<file path="config.mk">
export PLATFORM = sky130hd
export DESIGN_NAME = async_fifo_read_stream
export DESIGN_NICKNAME = d
export VERILOG_FILES = /design/src/rtl/async_fifo_read_stream.sv
export SDC_FILE = /design/constraint.sdc
export NUM_CORES = 1
export LEC_CHECK = 0
export CAP_MARGIN = 0
export CORE_ASPECT_RATIO = 0.8
export CORE_MARGIN = 5
export CORE_UTILIZATION = 39
export CTS_BUF_LIST = sky130_fd_sc_hd__clkbuf_8
export CTS_CLUSTER_DIAMETER = 120
export CTS_CLUSTER_SIZE = 25
export DETAILED_ROUTE_END_ITERATION = 12
export PLACE_DENSITY = 0.64
export SETUP_SLACK_MARGIN = 0.4
export SYNTH_ARGS = -nofsm -noshare
export SYNTH_HDL_FRONTEND = slang
export SYNTH_SLANG_ARGS = --single-unit
</file>
<file path="constraint.sdc">
create_clock -name read_clk -period 6.4 [get_ports read_clk]
set_clock_uncertainty 0.05 [all_clocks]
set_input_delay 1.28 -clock read_clk [delete_from_list [all_inputs] [get_ports read_clk]]
set_output_delay 1.28 -clock read_clk [all_outputs]
set_load 0.1 [all_outputs]
</file>
<file path="src/rtl/async_fifo_read_stream.sv">
// Read-side consumer for the asynchronous FIFO: drains the FIFO read port into a
// small credit-checked output buffer and presents it as a valid/ready stream.
module async_fifo_read_stream #(
    parameter int BITS      = 32,
    parameter int OUT_DEPTH = 4,
    parameter int CNT_BITS  = 16
) (
    input  logic                       read_clk,
    input  logic                       read_rst,
    output logic                       p_fifo_read_en,
    input  logic [BITS-1:0]            p_fifo_read_data,
    input  logic                       p_fifo_read_empty,
    output logic                       p_out_valid,
    input  logic                       p_out_ready,
    output logic [BITS-1:0]            p_out_data,
    output logic [$clog2(OUT_DEPTH):0] p_out_count,
    output logic [CNT_BITS-1:0]        p_beat_count
);
    localparam int AW = $clog2(OUT_DEPTH);
    localparam int PW = AW + 1;
    localparam logic [PW:0] DEPTH_C = OUT_DEPTH[PW:0];

    generate
        if (OUT_DEPTH < 2 || (OUT_DEPTH & (OUT_DEPTH - 1)) != 0) begin : g_bad_depth
            $fatal(1, "async_fifo_read_stream: OUT_DEPTH must be a power of two and >= 2");
        end
    endgenerate

    logic [PW-1:0]   wr_ptr;
    logic [PW-1:0]   rd_ptr;
    logic            r_inflight;
    logic [BITS-1:0] mem [OUT_DEPTH];
    logic [PW-1:0]   count;
    logic [PW:0]     credit_used;
    logic            pop;

    // Pointers carry one extra bit so a full buffer is distinguishable from an empty one.
    assign count       = wr_ptr - rd_ptr;
    assign credit_used = {1'b0, count} + {{PW{1'b0}}, r_inflight};
    assign pop         = p_out_valid && p_out_ready;

    // NOTE: defaulting every always_comb output before any condition keeps it free of latches.
    always_comb begin
        p_fifo_read_en = 1'b0;
        // A word still in flight already owns a slot, so it counts against the credit.
        if (!read_rst && !p_fifo_read_empty && (credit_used < DEPTH_C)) begin
            p_fifo_read_en = 1'b1;
        end
    end

    // NOTE: sequential state uses non-blocking assignments so every flop samples pre-edge values.
    always_ff @(posedge read_clk or posedge read_rst) begin
        if (read_rst) begin
            wr_ptr       <= '0;
            rd_ptr       <= '0;
            r_inflight   <= 1'b0;
            p_beat_count <= '0;
        end else begin
            r_inflight <= p_fifo_read_en;
            if (r_inflight) begin
                wr_ptr <= wr_ptr + PW'(1);
            end
            if (pop) begin
                rd_ptr       <= rd_ptr + PW'(1);
                p_beat_count <= p_beat_count + CNT_BITS'(1);
            end
        end
    end

    // NOTE: the buffer is cleared on reset so the head reads 0 while empty; that forces
    // flops here instead of an unreset RAM macro.
    always_ff @(posedge read_clk or posedge read_rst) begin
        if (read_rst) begin
            for (int i = 0; i < OUT_DEPTH; i++) begin
                mem[i] <= '0;
            end
        end else if (r_inflight) begin
            mem[wr_ptr[AW-1:0]] <= p_fifo_read_data;
        end
    end

    assign p_out_count = count;
    assign p_out_valid = (count != '0);
    assign p_out_data  = mem[rd_ptr[AW-1:0]];

endmodule

</file>
== After elaboration in Yosys (flattened, before gate mapping) ==
Cells that the tools add are included.

* Register bits after elaboration: 151
* Bits of input ports: 36
* Output and inout bits: 53
* Logic and storage cells: 33

* $add $sub $neg: 5
* Magnitude comparators: 4
* Multiplexer cells: 7
* Bitwise gates (word level): 2
* Reductions and logical operators: 7

{| class="wikitable"
|+ Operators by type and width
! kind !! count
|-
| bitwise mux 128 bit || 1
|-
| 2-to-1 mux 32 bit || 3
|-
| binary-select mux 32 bit (select 2 bit) || 1
|-
| demux 32 bit (select 2 bit) || 1
|-
| adder 16 x 1 -> 16 bit, second input constant || 1
|-
| adder 3 x 1 -> 3 bit, second input constant || 2
|-
| greater-or-equal comparator 3 bit, second input constant || 2
|-
| inverter 2 -> 3 bit || 2
|-
| adder 3 x 1 -> 4 bit || 1
|-
| logical AND 1 bit || 4
|-
| < comparator 4 x 3 -> 1 bit, second input constant || 1
|-
| < comparator 3 x 1 -> 1 bit, second input constant || 1
|-
| nonzero test 3 bit || 1
|-
| subtractor 3 bit || 1
|-
| zero test 1 bit || 2
|-
| 2-to-1 mux 1 bit || 1
|}

== Depth between registers and ports, before layout ==
* Depth in word-level cells: 6
* Gate-level depth with buffers: 8
* Mapped depth without buffers: 8

== Worst setup path after synthesis ==
OpenSTA, ideal clock, no wires.

* Path kind: flip-flop to output port
* Start: register wr_ptr[0]
* End: output p_fifo_read_en
* Arrival time: 6,453 ps
* Required time: 5,070 ps
* Setup slack: -1,383 ps
* Stages on the path, launching flop included: 6
* Buffers on the path: 0
* Path through: dfrtp_1 inv_1 ha_1 fa_1 xor3_2 a2111oi_0

* Word-level cells in the longest chain between the ends: 5

{| class="wikitable"
|+ RTL lines
! element !! RTL line !! RTL
|-
| from (decl) || 29 || <nowiki>logic [PW-1:0] wr_ptr;</nowiki>
|-
| from (signal assigned) || 61 || <nowiki>wr_ptr <= wr_ptr + PW'(1);</nowiki>
|-
| subtractor 3 bit || 38 || <nowiki>assign count = wr_ptr - rd_ptr;</nowiki>
|-
| named net p_out_count[2] || 16 || <nowiki>output logic [$clog2(OUT_DEPTH):0] p_out_count,</nowiki>
|-
| adder 3 x 1 -> 4 bit || 39 || <nowiki>assign credit_used = {1'b0, count} + {{PW{1'b0}}, r_inflight};</nowiki>
|-
| < comparator 4 x 3 -> 1 bit || 46 || <nowiki>if (!read_rst && !p_fifo_read_empty && (credit_used < DEPTH_C)) begin</nowiki>
|-
| logical AND 1 bit || 46 ||
|-
| 2-to-1 mux 1 bit || 46 ||
|-
| to (decl) || 10 || <nowiki>output logic p_fifo_read_en,</nowiki>
|}

The timed path passes the listed nets, and every way through them passes these cells.

== Worst setup path after layout ==
* Start: register wr_ptr[0]
* End: output p_fifo_read_en

* Word-level cells in the longest chain between the ends: 5

{| class="wikitable"
|+ RTL lines
! element !! RTL line
|-
| subtractor 3 bit || 38
|-
| adder 3 x 1 -> 4 bit || 39
|-
| < comparator 4 x 3 -> 1 bit || 46
|-
| logical AND 1 bit || 46
|-
| 2-to-1 mux 1 bit || 46
|}

No other way between the ends.

==> impl_metrics.ini <==
[status]
status = finished clean

[min_path]
min_to = p_beat_count[15]$_DFFE_PP0P_
hp-start = p_beat_count[15]$_DFFE_PP0P_
min_path_type = register to register
min_path_cells = 1

[synthesis]
netlist.area_leader.share_pct = 56.8
synth_ff_type = dfrtp_1
yosysUniqueCellTypes = 25
async_flop_share_pct = 100
syn_area_per_cell_um2 = 16.2
synth_area_leaders = dfrtp_1 57%, mux2_2 22%, mux4_2 11%
yosysMostFrequentCell = dfrtp_1
synth-edff-count = 0
synth_seq_cells = 151
netlist_top_cells_count = 151 x dfrtp_1, 128 x mux2_2, 32 x mux4_2, 16 x buf_2, 13 x nand2_1
synth_fp_nets = 455
ys_warn_count = 0
syn_area_mm2 = 0.00665
syn_inst = 411
ys_seq_area_share_pct = 56.8
synth_largest_area_cell = dfrtp_1

[global_route]
grt_usage_pct = 14.6
grt_pass1_vias = 4106
use_met2_pct = 21.7
grt_pass1_wl_um = 22500
met1_usage_pct = 21.0
grt.busiest_layer = met2
antenna_found_initial = 0
overflow = 0
grt_max_degree = 97
grtUsageMet3_pct = 4.77

[setup_path]
rr_worst_depth = 8
reg2reg_to = rd_ptr[1]$_DFFE_PP0P_
reg2reg_from = wr_ptr[0]$_DFFE_PP0P_
path_class = register to output port
cpPeakStageDelay_ns = 1.21
arrival_ns = 3.49
r2r_setup_slack_ns = 4.06
crit_chain = inv_1 -> ha_1 -> fa_1 -> xor3_2 -> a2111oi_2 -> clkdlybuf4s50_1
cp-start-kind = register
path_max_fanout = 4
crit_required_ns = 5.07
slowest_stage = clkdlybuf4s50_1
endpoint_kind = output port

[placement]
dp_hpwl_um = 8400
gp_congestion = 0.728
io_buffer_count = 88

[clock_network]
ctsResizeCount = 0
cts_buffers = 17
cts_tree = done
clockBufferDepth = 2
clock_sinks = 151
clk_latency_ns = 0.44
htree_levels = 4
post_cts_buffers = 0
postCtsHoldBufs = 0
cts.clk_slew.worst_paths_ns = 0.09
cts_root_buf = clkbuf_8

[timing]
tightestPinTransition_ns = 1.01
setup_viol = 0
period_needed_ns = 4.82
slew_violations = 0
slew_headroom_pct = 32.2
finalSetupTns_ns = 0
fin_crit_sh_pct = 75.4
max_freq_mhz = 207
hold_viol_final = 0
rsz0062_at_grt = no

[die]
die_y_um = 127
num_rows = 42
io_pins = 89
die-area_mm2 = 0.0198
start_util_pct = 39.9
coreArea_mm2 = 0.0167
die_w_um = 156

[cells_and_area]
layout.nets = 544
fillers = 1404
areaGrowthSynthToFinish_pct = 22.8
drive_gt1_share_pct = 41.3
diodes = 0

[routing]
first_iter_violations = 172
vias = 3741
routedWlPerCell_um = 18.7
dr.pass1.iters = 4
ant_nets = 0
drc = 0
wl_um = 13700
detail_route.vias_per_cell = 5.10

[flow_run]
max-cap-violations = 0
area by class of cell:
type	instances	area, um^2	area share [%]
Timing Repair Buffer	91	903	11.1
Sequential cell	151	3780	46.3
Clock inverter	13	155	1.90
Clock buffer	19	262	3.20
Multi-Input combinational cell	233	2770	33.9
Inverter	6	30.0	0.367
Tap cell	220	275	3.37
worst max-delay path by stage:
stage	start	cells past startpoint	end	slack, ns
after floorplan	read_rst	1	mem[0]$_DFFE_PP0P_	1.01
after global placement	read_rst	3	p_fifo_read_en	1.80
after detailed placement	read_rst	3	p_fifo_read_en	1.77
after CTS	wr_ptr[0]$_DFFE_PP0P_	6	p_fifo_read_en	1.51
after global routing	wr_ptr[0]$_DFFE_PP0P_	6	p_fifo_read_en	1.39
final	wr_ptr[0]$_DFFE_PP0P_	6	p_fifo_read_en	1.58
kinds of logic after synthesis:
| logic type | Yosys count | synth area share (%) |
|---|---|---|
| flip-flops | 151 | 56.8 |
| buffers and inverters | 27 | 1.86 |
| multiplexers | 162 | 32.9 |
| AND/OR/NAND/NOR | 41 | 3.70 |
| AO/OA/AOI/OAI | 2 | 0.207 |
| adder cells (fa/ha/maj) | 8 | 1.62 |
| XOR/XNOR | 20 | 2.88 |
metal layers:
layer | vias to the layer above | share of wire [%]
li1 | 1692 | -
met3 | 12 | 5.5
met5 | - | 0
met1 | 1950 | 48
met2 | 87 | 45
met4 | 0 | 1.0
worst max-delay path, delay by kind of cell, from the launching register on:
family | cells | cell delay [ns]
buf+inv | 2 | 1.32
fa+ha+maj | 2 | 0.59
flops | 1 | 0.42
compound gates | 1 | 0.41
xor+xnor | 1 | 0.32
stage by stage:
| stage | worst slack (ns) | cell area [um^2] | instances | hold WS [ns] | utilization [%] |
|---|---|---|---|---|---|
| 2_1_floorplan | 1.01 | 6660 | 411 | 0.398 | - |
| 3_3_place_gp | 1.80 | 7760 | 701 | 0.414 | 46.6 |
| 3_5_place_dp | 1.77 | 7760 | 701 | 0.422 | 46.6 |
| 4_1_cts | 1.51 | 8170 | 733 | 0.434 | 49.1 |
| 5_1_grt | 1.39 | 8170 | 733 | 0.466 | 49.1 |
| 6_report | 1.58 | 8170 | 733 | 0.426 | 49.1 |
sequential cells by signal, summed over array words and instances (netlist names):
register,cells
p_beat_count,16
mem,128
r_inflight,1
rd_ptr,3
wr_ptr,3
cell usage in the layout (no fill, tap or decap):
| cell | instances |
|---|---|
| mux2_4 | 2 |
| clkinv_4 | 1 |
| clkinv_2 | 3 |
| nor4_2 | 4 |
| nand2_2 | 4 |
| clkdlybuf4s50_1 | 88 |
| xnor2_1 | 8 |
| dfrtp_1 | 149 |
| nand2_4 | 1 |
| nor2_1 | 6 |
| nand3_1 | 7 |
| nor2_8 | 1 |
| bufinv_16 | 3 |
| and4bb_1 | 1 |
| inv_1 | 5 |
| xor3_2 | 1 |
| o21ai_0 | 1 |
| nor3_1 | 3 |
| inv_4 | 1 |
| clkinvlp_4 | 5 |
| buf_4 | 3 |
| dfrtp_2 | 2 |
| nand2_1 | 9 |
| mux2_2 | 128 |
| a2111oi_2 | 1 |
| nand4_1 | 4 |
| xor2_1 | 11 |
| mux4_2 | 32 |
| fa_1 | 1 |
| and3_1 | 1 |
| clkbuf_8 | 19 |
| ha_1 | 7 |
| inv_6 | 1 |
Power is left out: the tool's default activity adds up to more than one toggle a clock period on the data nets, which glitch-free logic cannot reach.
